### src/rtl/tdm_mux.sv
// tdm_mux: registered N:1 multiplexer with a valid/ready output stage.
// Channels are selected either by an external index (manual) or by a
// round-robin scan over requesting channels starting at a rotating pointer.
module tdm_mux #(
    parameter int unsigned N     = 4,
    parameter int unsigned WIDTH = 1,
    parameter int unsigned SELW  = $clog2(N)
) (
    input  logic                 clk,
    input  logic                 rst,
    input  logic                 mode,
    input  logic [SELW-1:0]      sel,
    input  logic [N*WIDTH-1:0]   in_data,
    input  logic [N-1:0]         in_valid,
    output logic [N-1:0]         in_ready,
    input  logic                 out_ready,
    output logic [WIDTH-1:0]     y,
    output logic                 y_valid,
    output logic [SELW-1:0]      y_ch
);

    logic [WIDTH-1:0] r_y;
    logic [SELW-1:0]  r_y_ch;
    logic             r_y_valid;
    logic [SELW-1:0]  r_ptr;

    logic             w_load_ok;
    logic             w_grant;
    logic [SELW-1:0]  w_g;
    logic [WIDTH-1:0] w_data;
    logic [SELW-1:0]  w_ptr_next;

    assign w_load_ok = !r_y_valid || out_ready;

    // Grant selection: manual index or first requester at/after the scan pointer.
    always_comb begin
        int idx;
        w_grant = 1'b0;
        w_g     = '0;
        idx     = 0;
        // Reset also holds in_ready low, so nothing is acknowledged then.
        if (w_load_ok && !rst) begin
            if (!mode) begin
                // sel values >= N match no channel and therefore never grant.
                for (int i = 0; i < N; i++) begin
                    if (sel == SELW'(i) && in_valid[i]) begin
                        w_grant = 1'b1;
                        w_g     = SELW'(i);
                    end
                end
            end else begin
                // Search offsets 0..N-1 from the pointer, wrapping at N.
                for (int k = 0; k < N; k++) begin
                    idx = int'(r_ptr) + k;
                    if (idx >= int'(N)) begin
                        idx = idx - int'(N);
                    end
                    for (int i = 0; i < N; i++) begin
                        if (!w_grant && idx == i && in_valid[i]) begin
                            w_grant = 1'b1;
                            w_g     = SELW'(i);
                        end
                    end
                end
            end
        end
    end

    // One-hot acknowledge and data select for the granted channel.
    always_comb begin
        in_ready = '0;
        w_data   = '0;
        for (int i = 0; i < N; i++) begin
            if (w_grant && w_g == SELW'(i)) begin
                in_ready[i] = 1'b1;
                w_data      = in_data[i*WIDTH +: WIDTH];
            end
        end
    end

    // Pointer advances to the channel after the grant, wrapping at N.
    always_comb begin
        if (w_g == SELW'(N - 1)) begin
            w_ptr_next = '0;
        end else begin
            w_ptr_next = w_g + SELW'(1);
        end
    end

    // Output register and scan pointer.
    always_ff @(posedge clk or posedge rst) begin
        if (rst) begin
            r_y       <= '0;
            r_y_ch    <= '0;
            r_y_valid <= 1'b0;
            r_ptr     <= '0;
        end else begin
            if (w_grant) begin
                r_y       <= w_data;
                r_y_ch    <= w_g;
                r_y_valid <= 1'b1;
                if (mode) begin
                    r_ptr <= w_ptr_next;
                end
            end else if (out_ready) begin
                r_y_valid <= 1'b0;
            end
        end
    end

    assign y       = r_y;
    assign y_ch    = r_y_ch;
    assign y_valid = r_y_valid;

endmodule

### config.mk
export PLATFORM = sky130hd
export DESIGN_NAME = tdm_mux
export DESIGN_NICKNAME = d
export VERILOG_FILES = /design/src/rtl/tdm_mux.sv
export SDC_FILE = /design/constraint.sdc
export NUM_CORES = 1
export LEC_CHECK = 0
export CORE_MARGIN = 1.5
export CORE_UTILIZATION = 35
export DETAILED_ROUTE_END_ITERATION = 8
export PLACE_DENSITY = 0.77
export SLEW_MARGIN = 20
export SYNTH_ARGS = -nofsm -noshare
export SYNTH_HDL_FRONTEND = slang
export SYNTH_SLANG_ARGS = --single-unit
### constraint.sdc
create_clock -name clk -period 3 [get_ports clk]
set_clock_uncertainty 0.05 [all_clocks]
set_input_delay 0.6 -clock clk [delete_from_list [all_inputs] [get_ports clk]]
set_output_delay 0.6 -clock clk [all_outputs]
set_load 0.005 [all_outputs]
==> summary.txt <==
Cells and area
  – Nets: 137
  – Non-Filler Instances: 133
  – Share of cells above drive strength 1: 54.7%
  – Post-route cell area: 1120 um^2
  – Ant. Diodes: 0
  – Area grow syn2layout: 103%

Floorplanning
  – IO Pins: 22
  – Core Area: 1490 um^2
  – Row cnt: 14
  – Chip width: 42.7 um
  – Die height: 42.7 um
  – Starting Density: 37.1%
  – Die area: 1820 um^2

Setup path
  – Slowest stage cell, crit path: clkdlybuf4s15_1
  – WP data required: 2.35 ns
  – CP Buf/Inv Count: 5
  – Worst setup SP type: input port
  – CP Capture Type: primary output
  – CP Class: input port to primary output
  – Critical path arrival: 2.34 ns
  – CP delay by family, top: buffers and inverters
  – Critical-path cell list: clkdlybuf4s15_1 > nor2_1 > a21oi_1 > nor3b_1 > o21ai_2 > buf_4 > inv_2 > ha_4 > inv_2 > nor2_1 > clkbuf_2
  – Crit path largest cell delay: 0.32 ns
  – Crit-path max FO: 6

GRT
  – Initial antenna violation count: 0
  – GRT Total Usage: 22.4%
  – Largest net degree at the start of global routing: 8
  – First-pass GRT wire length: 3060 um
  – Vias in the first global route: 689
  – Total gr overflow: 0

Synthesis
  – Top_reg_cell synth: dfrtp_1
  – Yosys warnings: 0
  – Synth top area share: 27.2%
  – Synthesized area per cell: 8.49 um^2
  – Post-Syn Nets: 83
  – Yosys cell types: 25
  – Synthesized instance count: 65
  – Post-synth ARST share: 100%
  – EDFF count, synth: 0
  – #FFs+latches synth: 6
  – Mapped cell area: 552 um^2
  – Seq/Total Area, Yosys: 27.2%
  – Synth area leader: dfrtp_1
  – Area contributors post-synth: dfrtp_1, ha_1, a21oi_1
  – Commonest cells post-synth: inv_1, nor2_1, a21oi_1, dfrtp_1, o21ai_0

Pwr
  – Pwr per Cell Area: 381 nW/um^2
  – Worst vdd ir: 0.000381 V
  – Cell leakage power: 0.521 nW

Timing
  – Final Hold Fails: 0
  – Crit share post-route: 99.6%
  – Rel. slew slack: 71.1%
  – Fmax: 335 MHz
  – Final setup viols: 0
  – Slew Limit Fails: 0
  – Tmin final: 2.99 ns
  – Worst Tran Pin Value: 0.433 ns

Place
  – Post-DP Area: 887 um^2
  – Dpl hpwl: 1150 um
  – Placed cells: 116
  – Port buffer count: 21
  – Final Wtd Congestion: 0.712

Clocking
  – Root Driver: clkbuf_4
  – CTS H-tree depth: 1
  – Clk slew on worst S/H paths: 0.05 ns
  – Cts bufs inserted: 3
  – Clk sinks: 6
  – Clk buf depth: 2
  – Worst skew pair latency: 0.26 ns
  – CTS tree: done

Routing
  – DRT Pass-1 Iters: 4
  – Vias/cell: 5.16
  – Final wirelength: 2090 um
  – DR WL/cell: 15.7 um
  – Routed via count: 686
  – Drt first-iter violations: 14
  – Post-route DRC: 0
  – Antenna viol nets, final: 0

Flow run
  – Max_cap viols: 0

Outcome
  – Status: complete, no violations

Hold path
  – Class of the worst hold path: register to register
## per-layer routing
| layer | routed length [um] | vias to the layer above | share of wire (%) | track usage, % |
|---|---|---|---|---|
| met5 | 0 | - | 0 | 0 |
| met4 | 72 | 0 | 3.4 | 7.50 |
| met3 | 142 | 8 | 6.8 | 5.11 |
| met2 | 1060 | 26 | 51 | 37.6 |
| met1 | 817 | 321 | 39 | 28.0 |
| li1 | - | 331 | - | - |
## per-stage QoR
stage,TNS [ns],utilization [%],hold WS (ns),total power [W],worst slack [ns]
2_1_floorplan,0,-,0.349,0.000202,0.473
3_3_place_gp,-1.54,59.6,0.438,0.000289,-0.398
3_5_place_dp,-1.83,59.6,0.453,0.000296,-0.462
4_1_cts,0,70.8,0.473,0.000399,0.00383
5_1_grt,-0.0320,75.4,0.500,0.000455,-0.0281
6_report,0,75.4,0.482,0.000428,0.0118
## state kept, by name, indices dropped and copies added (netlist names)
register,count
r_ptr,2
y_ch,2
y_valid,1
y,1
## cell type report
cell class,count,area (um^2)
clock buffer,3,22.5
fill,93,367
inverter,7,26.3
multi-input combinational,52,498
sequential,6,150
tap,16,20.0
timing repair buffer,49,405
## worst register-to-register path: cells and delay by family (launching register included)
| kind | cells | cell delay, ns |
|---|---|---|
| and+or+nand+nor | 2 | 0.36 |
| muxes | 1 | 0.27 |
| adders and majority gates | 1 | 0.15 |
| buffers and inverters | 3 | 0.37 |
| DFF | 1 | 0.45 |
| AOI/OAI and AO/OA | 6 | 0.77 |
## logic make-up (layout without fill, tap and decap cells)
kind of cell    count (synthesis)  count (layout)  synth area share, %
simple gates                   27              27                 27.9
compound gates                 15              15                 16.6
buf+inv                         7              59                 4.76
mux                             6               6                 14.5
flops                           6               6                 27.2
fa+ha+maj                       4               4                 9.07
## cells in the final DEF, fill, tap and decap left out, types with 2 or more instances in the layout
cell             instances
clkbuf_2                 4
and2_2                   3
clkdlybuf4s50_1         10
inv_1                    5
a21oi_1                  3
o21ai_0                  6
ha_4                     3
dfrtp_1                  6
dlygate4sd2_1            4
nor2_4                   2
nor2_1                   6
buf_6                    2
nand2_1                  4
mux2i_1                  2
clkdlybuf4s15_2          2
clkbuf_4                 3
inv_2                    2
a21oi_2                  3
mux2_2                   2
buf_4                   26
## worst paths after layout
check                            startpoint           to  slack, ns  depth (start not counted)
worst max-delay path            in_valid[1]  in_ready[2]       0.01                         11
worst min-delay path                      y            y       0.48                          1
worst max register to register     r_ptr[1]            y       0.47                         13
worst min register to register            y            y       0.48                          1
max in group asynchronous               rst     r_ptr[1]       2.16                          3
min in group asynchronous               rst     r_ptr[0]       0.62                          3
## power by group
part / total (W) / internal (W) / switching [W]
sequential: 0.000126 / 0.000103 / 0.0000226
clock: 0.0000780 / 0.0000455 / 0.0000325
combinational: 0.000224 / 0.000128 / 0.0000968
total: 0.000428 / 0.000276 / 0.000152
## repair_timing
item / in CTS / in global routing
pin swaps: 6 / 5
hold buffers: 0 / 0
resized for setup: 30 / 21
setup endpoints to repair: 4 / 4
buffers inserted: 12 / 2
Note: power is estimated with default switching activity, not from simulation.
